`config.mk`:
```
export PLATFORM = sky130hd
export DESIGN_NAME = reg_file_sb
export DESIGN_NICKNAME = d
export VERILOG_FILES = /design/src/rtl/reg_file_sb.sv
export SDC_FILE = /design/constraint.sdc
export NUM_CORES = 2
export LEC_CHECK = 0
export CORE_MARGIN = 4
export CORE_UTILIZATION = 25
export CTS_CLUSTER_SIZE = 30
export DETAILED_ROUTE_END_ITERATION = 6
export HOLD_SLACK_MARGIN = 0.06
export RECOVER_POWER = 50
export SYNTH_ARGS = -nofsm -noshare
export SYNTH_HDL_FRONTEND = slang
export SYNTH_SLANG_ARGS = --single-unit
```
`constraint.sdc`:
```
create_clock -name clk -period 3 [get_ports clk]
set_input_delay 0.6 -clock clk [delete_from_list [all_inputs] [get_ports clk]]
set_output_delay 0.6 -clock clk [all_outputs]
set_load 0.02 [all_outputs]
```
`src/rtl/reg_file_sb.sv`:
```
// Integer register file with NRD combinational read ports, one write port, optional
// write-to-read bypass, and a per-register busy scoreboard with an incremental count.
module reg_file_sb #(
  parameter int XLEN   = 32,
  parameter int NREGS  = 32,
  parameter int NRD    = 2,
  parameter int BYPASS = 1,
  localparam int AW    = $clog2(NREGS)
) (
  input  logic                 clk,
  input  logic                 rst,
  input  logic [NRD*AW-1:0]    rd_addr,
  output logic [NRD*XLEN-1:0]  rd_data,
  output logic [NRD-1:0]       rd_busy,
  input  logic                 we,
  input  logic [AW-1:0]        wr_addr,
  input  logic [XLEN-1:0]      wr_data,
  input  logic                 iss_valid,
  input  logic [AW-1:0]        iss_addr,
  input  logic                 flush,
  output logic [NREGS-1:0]     busy_vec,
  output logic [AW:0]          busy_cnt
);

  logic [NREGS-1:0][XLEN-1:0] regs;
  logic [NREGS-1:0]           busy_q;
  logic [NREGS-1:0]           busy_nxt;
  logic [AW:0]                cnt_q;
  logic [AW:0]                cnt_nxt;
  logic                       iss_nz;
  logic                       inc;
  logic                       dec;

  // A bypassed write hides the stale busy bit because the producer has just arrived.
  always_comb begin
    rd_data = '0;
    rd_busy = '0;
    for (int i = 0; i < NRD; i++) begin
      if (rd_addr[i*AW +: AW] != '0) begin
        if ((BYPASS != 0) && we && (wr_addr == rd_addr[i*AW +: AW])) begin
          rd_data[i*XLEN +: XLEN] = wr_data;
        end else begin
          rd_data[i*XLEN +: XLEN] = regs[rd_addr[i*AW +: AW]];
          rd_busy[i]              = busy_q[rd_addr[i*AW +: AW]];
        end
      end
    end
  end

  // Issue beats flush beats writeback: the newest producer must stay tracked.
  always_comb begin
    busy_nxt = busy_q;
    for (int r = 1; r < NREGS; r++) begin
      if (iss_valid && (iss_addr == AW'(r))) begin
        busy_nxt[r] = 1'b1;
      end else if (flush) begin
        busy_nxt[r] = 1'b0;
      end else if (we && (wr_addr == AW'(r))) begin
        busy_nxt[r] = 1'b0;
      end
    end
    busy_nxt[0] = 1'b0;
  end

  assign iss_nz = iss_valid && (iss_addr != '0);
  assign inc    = iss_nz && !busy_q[iss_addr];
  assign dec    = we && (wr_addr != '0) && busy_q[wr_addr] &&
                  !(iss_valid && (iss_addr == wr_addr));

  always_comb begin
    if (flush) begin
      cnt_nxt = {{AW{1'b0}}, iss_nz};
    end else begin
      cnt_nxt = cnt_q + {{AW{1'b0}}, inc} - {{AW{1'b0}}, dec};
    end
  end

  always_ff @(posedge clk or negedge rst) begin
    if (!rst) begin
      regs   <= '0;
      busy_q <= '0;
      cnt_q  <= '0;
    end else begin
      if (we && (wr_addr != '0)) begin
        regs[wr_addr] <= wr_data;
      end
      busy_q <= busy_nxt;
      cnt_q  <= cnt_nxt;
    end
  end

  assign busy_vec = busy_q;
  assign busy_cnt = cnt_q;

endmodule

```
# == Word-level counts from Yosys, hierarchy flattened ==
# Cells that the tools add are included.
# op_classes
order_cmp,5
n_reduce_logical,108
mux,117
n_eq_ne,65
add_sub_neg,2
# ops
cell,count
$bwmux W1024,1
$bmux W32 S5,2
$mux W32,7
$demux W32 S5,1
$eq A5 B5 Y1 const B,32
$mux W1,101
$reduce_bool A3 Y1,31
$eq A5 B4 Y1 const B,16
$logic_and A1 B1 Y1,71
$eq A5 B3 Y1 const B,8
$lt A5 B6 Y1 const B,4
$bmux W1 S5,4
$eq A5 B2 Y1 const B,4
$reduce_bool A5 Y1,4
$eq A5 B5 Y1,3
$eq A5 B1 Y1 const B,2
$add A6 B1 Y6,1
$mux W6,1
$sub A6 B1 Y6,1
$ge A5 B1 Y1 const B,1
$logic_not A1 Y1,2
# totals
reg_bits,1061
word_cells,361
in_bits,57
output_inout_bits,104

# == Depth between registers and ports, before layout ==
# logic_depth
ltp_word,7
depth_mapped,16
ltp_nobuf,14

# == Worst setup path after synthesis ==
# OpenSTA, ideal clock, no wires.
# synth_timing
path_type,input port to flip-flop
start,input wr_addr[0]
end,register cnt_q[5] (netlist: busy_cnt[5])
setup_ns,0.125
path_stages,14
path_slack_ns,-0.697
t_arrival_ns,3.572
path_buffers,2
required_time_ns,2.875
cell_sequence,buf_2 > buf_4 > mux4_2 > mux4_2 > mux2i_1 > nor3_1 > ha_1 > inv_1 > ha_1 > a21o_1 > a21oi_1 > o21bai_1 > a21oi_1 > mux2_2
# synth_via
elab_chain_cells,6
word_cells_on_any_way,11
classes_between,add/sub (1); eq/ne (1); mux (3); reduce/logical (6)
# synth_lines
item,line,text
"start, declared",16,"input logic [AW-1:0] wr_addr,"
$bmux W1 S5 (tied with other cells),67,assign dec = we && (wr_addr != '0) && busy_q[wr_addr] &&
$mux W1 (implied by the code) (tied with other cells),67,
$logic_and A1 B1 Y1 or $logic_not A1 Y1 (tied branches),"67, 68",
$logic_and A1 B1 Y1 *,67,
$sub A6 B1 Y6 *,74,"cnt_nxt = cnt_q + {{AW{1'b0}}, inc} - {{AW{1'b0}}, dec};"
$mux W6 *,71,if (flush) begin
named net cnt_nxt[5],29,logic [AW:0] cnt_nxt;
"end signal, assigned",88,cnt_q <= cnt_nxt;
"end, declared",28,logic [AW:0] cnt_q;
# Mark *: on every way through the listed nets, which the timed path passes. The rest lies on a longest branch. The select of a mux whose other input is x is not followed.
# A chain may end at the register's enable or synchronous reset.

# == Worst setup path after layout ==
# layout_timing
start,register busy_q[6] (netlist: busy_vec[6])
end,output rd_busy[1]
# layout_via
elab_chain_cells,4
# layout_lines
item,line,text
"start, declared",26,logic [NREGS-1:0] busy_q;
"start signal, assigned",87,busy_q <= busy_nxt;
$bmux W1 S5,44,rd_busy[i] = busy_q[rd_addr[i*AW +: AW]];
$mux W1 (implied by the code),44,
$mux W1,40,if ((BYPASS != 0) && we && (wr_addr == rd_addr[i*AW +: AW])) begin
$mux W1,39,if (rd_addr[i*AW +: AW] != '0) begin
"end, declared",14,"output logic [NRD-1:0] rd_busy,"
# Every way passes these cells. The select of a mux whose other input is x is not followed.

==> results.rst <==
.. list-table::
   :header-rows: 1

   * - Metric
     - Value
   * - Run status
     - finished with violations
   * - Failing checks
     - design-rule violations, max-capacitance violations, max-slew violations, negative setup slack
   * - Total DRC errors in the routed layout
     - 1
   * - Yosys cell types
     - ~70
   * - Post-layout min period
     - 3.38 ns
   * - Number of failing hold endpoints at the final stage
     - 0
   * - Worst Min Path Start
     - regs[8]
   * - Register clock-pin slew on the reported worst setup and hold paths
     - around 0.060 ns
   * - Skew-Pair Late Insertion Delay
     - 0.76 ns
   * - Critical path fanouts, max
     - 3
   * - Endpoint kind of the worst setup timing path
     - output port
   * - Slew Limit Headroom
     - -0.330
   * - DR vias
     - about 43k
   * - Endpoint required time on the critical path
     - between 2 and 2.5 ns
   * - Number of global-route vias before repair
     - approximately 44k
   * - Critical path start-end classification
     - reg -> out
   * - Clock tree from TritonCTS
     - yes
   * - Setup repair after global routing missed its margin
     - true
   * - Commonest non-fill, non-tap cells in the layout
     - 1,051 x sky130_fd_sc_hd__dfrtp_1, 979 x sky130_fd_sc_hd__mux2_2, 477 x sky130_fd_sc_hd__buf_4, 440 x sky130_fd_sc_hd__mux4_2, 208 x sky130_fd_sc_hd__buf_12
   * - Post-layout net count
     - approximately 4.8k
   * - Relative area change from synthesis to final layout
     - 33.2%
   * - End of the worst hold path
     - regs[8]
   * - Worst hold slack across all endpoints
     - between 0.3 and 0.4 ns
   * - Number of pins with negative max-slew slack in the final report
     - 37
   * - Std-Cell Rows
     - between 150 and 200
   * - Clk pwr share
     - 0.317
   * - IR Drop Worst-Case VDD
     - around 0.4 mV
   * - Commonest non-fill, non-tap cell in the layout
     - sky130_fd_sc_hd__dfrtp_1
   * - Hold depth
     - 0
   * - Layout cell share with drive strength beyond 1
     - 0.590
   * - FF-to-FF setup slack
     - -0.29 ns
   * - Leakage power summed over all cells
     - 32.9 nW
   * - Path category of the worst min-delay check
     - reg -> reg
   * - ANT nets after route
     - 0
   * - Maximum frequency from static timing analysis
     - 0.296 GHz
   * - Portion of total power attributed to sequential cells
     - 0.428
   * - Tightest Pin Transition
     - between 1.5 and 2 ns
   * - Max-cap viol count
     - 2
   * - Period utilisation layout
     - 1.13
   * - Total Routed Length
     - about 220,000 µm
   * - Die width
     - slightly below 500 µm
   * - Synthesis-stage register bit count
     - between 1k and 1.5k
   * - Die Area
     - ~240,000 µm²
   * - Share of the synthesized area in the top cell type
     - 0.457
   * - Max clock buf depth
     - 3
   * - Initial antenna violation count
     - 9
   * - Largest net degree at the start of global routing
     - 115
   * - Family with the most delay on the worst path
     - multiplexers
   * - Share of flip-flops with an asynchronous set or reset
     - 1.00
   * - Critical Path Max Stage Delay
     - 0.51 ns
   * - Ports
     - about 160
   * - GP Congestion
     - between 0.8 and 0.9
   * - CTS sink count
     - roughly 1.1k
   * - Global-route wire length before repair
     - around 320,000 µm
   * - Synth Area per Inst
     - ~14 µm²
   * - Type of element launching the critical path
     - flop
   * - Detailed Route Iter0 Violations
     - just over 4k
   * - Number of search-and-repair iterations in the first detailed-routing pass
     - 7
   * - Share of total power in combinational logic
     - 0.255
   * - Root buffer cell
     - sky130_fd_sc_hd__clkbuf_16
   * - Vias per cell
     - 5.40
   * - Half-perimeter wire length of the detailed placement result
     - 142,000 µm
   * - Cell types occupying the most area after synthesis
     - sky130_fd_sc_hd__dfrtp_1 46%, sky130_fd_sc_hd__mux2_2 19%, sky130_fd_sc_hd__mux4_2 17%, sky130_fd_sc_hd__mux2i_1 3.9%, sky130_fd_sc_hd__buf_2 1.5%
   * - H-tree levels
     - 3
   * - Global router's overall resource usage
     - 0.178
   * - Non-filler cells in the finished layout
     - 7,880
   * - Clock skew after layout
     - roughly 0.015 ns
   * - Worst-path cell with the longest stage delay
     - sky130_fd_sc_hd__mux4_2
   * - Nets in the synthesized netlist
     - 4,154
   * - Port Buffer Count
     - ~160
   * - Final worst setup slack
     - -0.384 ns
   * - Total congestion overflow after global routing
     - 0
   * - Post-detailed-route wirelength per cell
     - 28.2 µm
   * - Arrival @ worst endpoint
     - roughly 2.8 ns
   * - Most common flop cell mapped by yosys
     - sky130_fd_sc_hd__dfrtp_1
   * - Cell Count Post-Placement
     - about 7.4k
   * - Internal power
     - around 31 mW
   * - Area inside the core boundary
     - 231,000 µm²
   * - Switch Pwr
     - roughly 13 mW
   * - Synthesized instance count
     - 4,090
   * - Number of buffers inserted during clock tree synthesis
     - about 110
   * - CP Cell Sequence
     - buf_4, buf_6, mux4_2, mux4_2, mux2i_4, nor2_4, buf_6
   * - Switching fraction of total power
     - 0.291
   * - Post-synthesis cell area
     - between 50,000 and 60,000 µm²
   * - Worst reg-to-reg path cell count
     - 13
   * - Post-synth EDFFs
     - 0
   * - Area leader, netlist
     - sky130_fd_sc_hd__dfrtp_1
   * - Count of buffer and inverter cells on the critical path
     - 3
   * - Syn. warnings
     - 0
   * - Critical register-to-register path endpoint
     - busy_cnt[5]
   * - Die outline height
     - just under 500 µm
   * - Worst r2r src
     - busy_vec[6]
   * - Share of the yosys chip area belonging to registers
     - 0.457
   * - Power per unit of standard cell area
     - about 570 nW/µm²
   * - Initial core utilization
     - 0.252
   * - Setup-failing EPs final
     - 69
## worst max path at each step
| stage | from | to | slack [ns] | cells after the start |
|---|---|---|---|---|
| 2_1_floorplan | wr_addr[0] | busy_cnt[5] | -0.40 | 14 |
| 4_1_cts | regs[541] | rd_data[29] | -0.32 | 6 |
| 3_5_place_dp | rd_addr[3] | rd_data[3] | -1.03 | 9 |
| 6_report | busy_vec[6] | rd_busy[1] | -0.38 | 7 |
| 5_1_grt | busy_vec[6] | busy_cnt[5] | -0.48 | 13 |
| 3_3_place_gp | iss_addr[0] | busy_cnt[4] | -1.10 | 14 |
## cell usage after synthesis (all sizes together), types with 21 or more instances
master	count
nor3	64
a221oi	36
o211ai	27
a221o	21
mux4	440
dfrtp	1061
a211oi	56
nand2	77
buf	256
o22ai	75
nor2b	36
mux2	1025
clkbuf	200
o21ai	50
nor2	99
nand3	30
mux2i	226
a22o	33
inv	30
a22oi	61
nor4	30
## cells by family (layout without fill, tap and decap cells)
kind of cell | Yosys count | in the layout | share of synthesized area
simple gates | 400 | 401 | 0.0353
fa+ha+maj | 7 | 7 | 0.00164
flops | 1061 | 1061 | 0.457
buf+inv | 486 | 1245 | 0.0411
mux | 1691 | 1691 | 0.408
compound gates | 425 | 425 | 0.0541
other cells | 1 | 5 | 0.0000645
xor+xnor | 19 | 19 | 0.00286
## final cells by class
type	instances	area, µm²
fill	22194	153000
multi-input combinational	2544	31300
sequential	1061	26600
timing repair buffer	1014	12000
tap	3026	3790
clock buffer	159	3130
clock inverter	42	470
inverter	30	123
antenna	4	10.0
## per-layer routing
metal  routed length (µm)  global-route usage  share of wire  vias up
met2               104000               0.284           0.47     1876
li1                     -                   -              -    17200
met3                17100              0.0393          0.077      499
met4                10300              0.0720          0.047        0
met5                    0                   0              0        -
met1                90600               0.234           0.41    22966
## through the flow
stage          cell area (µm²)  total power, mW  setup TNS (ns)   util  setup WS, ns
2_1_floorplan            58200             25.2           -1.02      -        -0.402
3_3_place_gp             68200             28.7          -54.97  0.296         -1.10
3_5_place_dp             68200             29.0          -56.08  0.296         -1.03
4_1_cts                  76300             44.1          -11.47  0.331        -0.315
5_1_grt                  77400             46.2          -66.14  0.336        -0.477
6_report                 77400             44.3          -16.21  0.336        -0.384
## sequential cells by signal, summed over array words and instances (netlist names)
| register | count |
|---|---|
| busy_cnt | 6 |
| busy_vec | 31 |
| regs | 1024 |
## worst reg2reg max path: cells and delay by family (launching register included)
| kind | cells | cell delay [ns] |
|---|---|---|
| flops | 1 | 0.42 |
| fa+ha+maj | 2 | 0.44 |
| simple gates | 1 | 0.07 |
| buf+inv | 2 | 0.19 |
| compound gates | 4 | 0.53 |
| mux | 4 | 1.51 |
## power by group through the flow
stage                     logic (mW)  registers (mW)  clock network (mW)
after detailed placement        9.93            19.1                   0
final                           11.3            19.0                14.1
after floorplan                 6.70            18.5                   0
after global routing            12.0            19.3                14.9
after global placement          9.78            18.9                   0
after CTS                       10.9            18.9                14.3
## timing repair
action,4_1_cts,5_1_grt
endpoints found under the setup margin,68,71
cloned,27,7
buffers inserted,162,89
gates resized for setup,560,233
hold buffers,1,0
pin swaps,149,140
endpoints found under the hold margin,30,0
(Power assumes the default switching activity.)
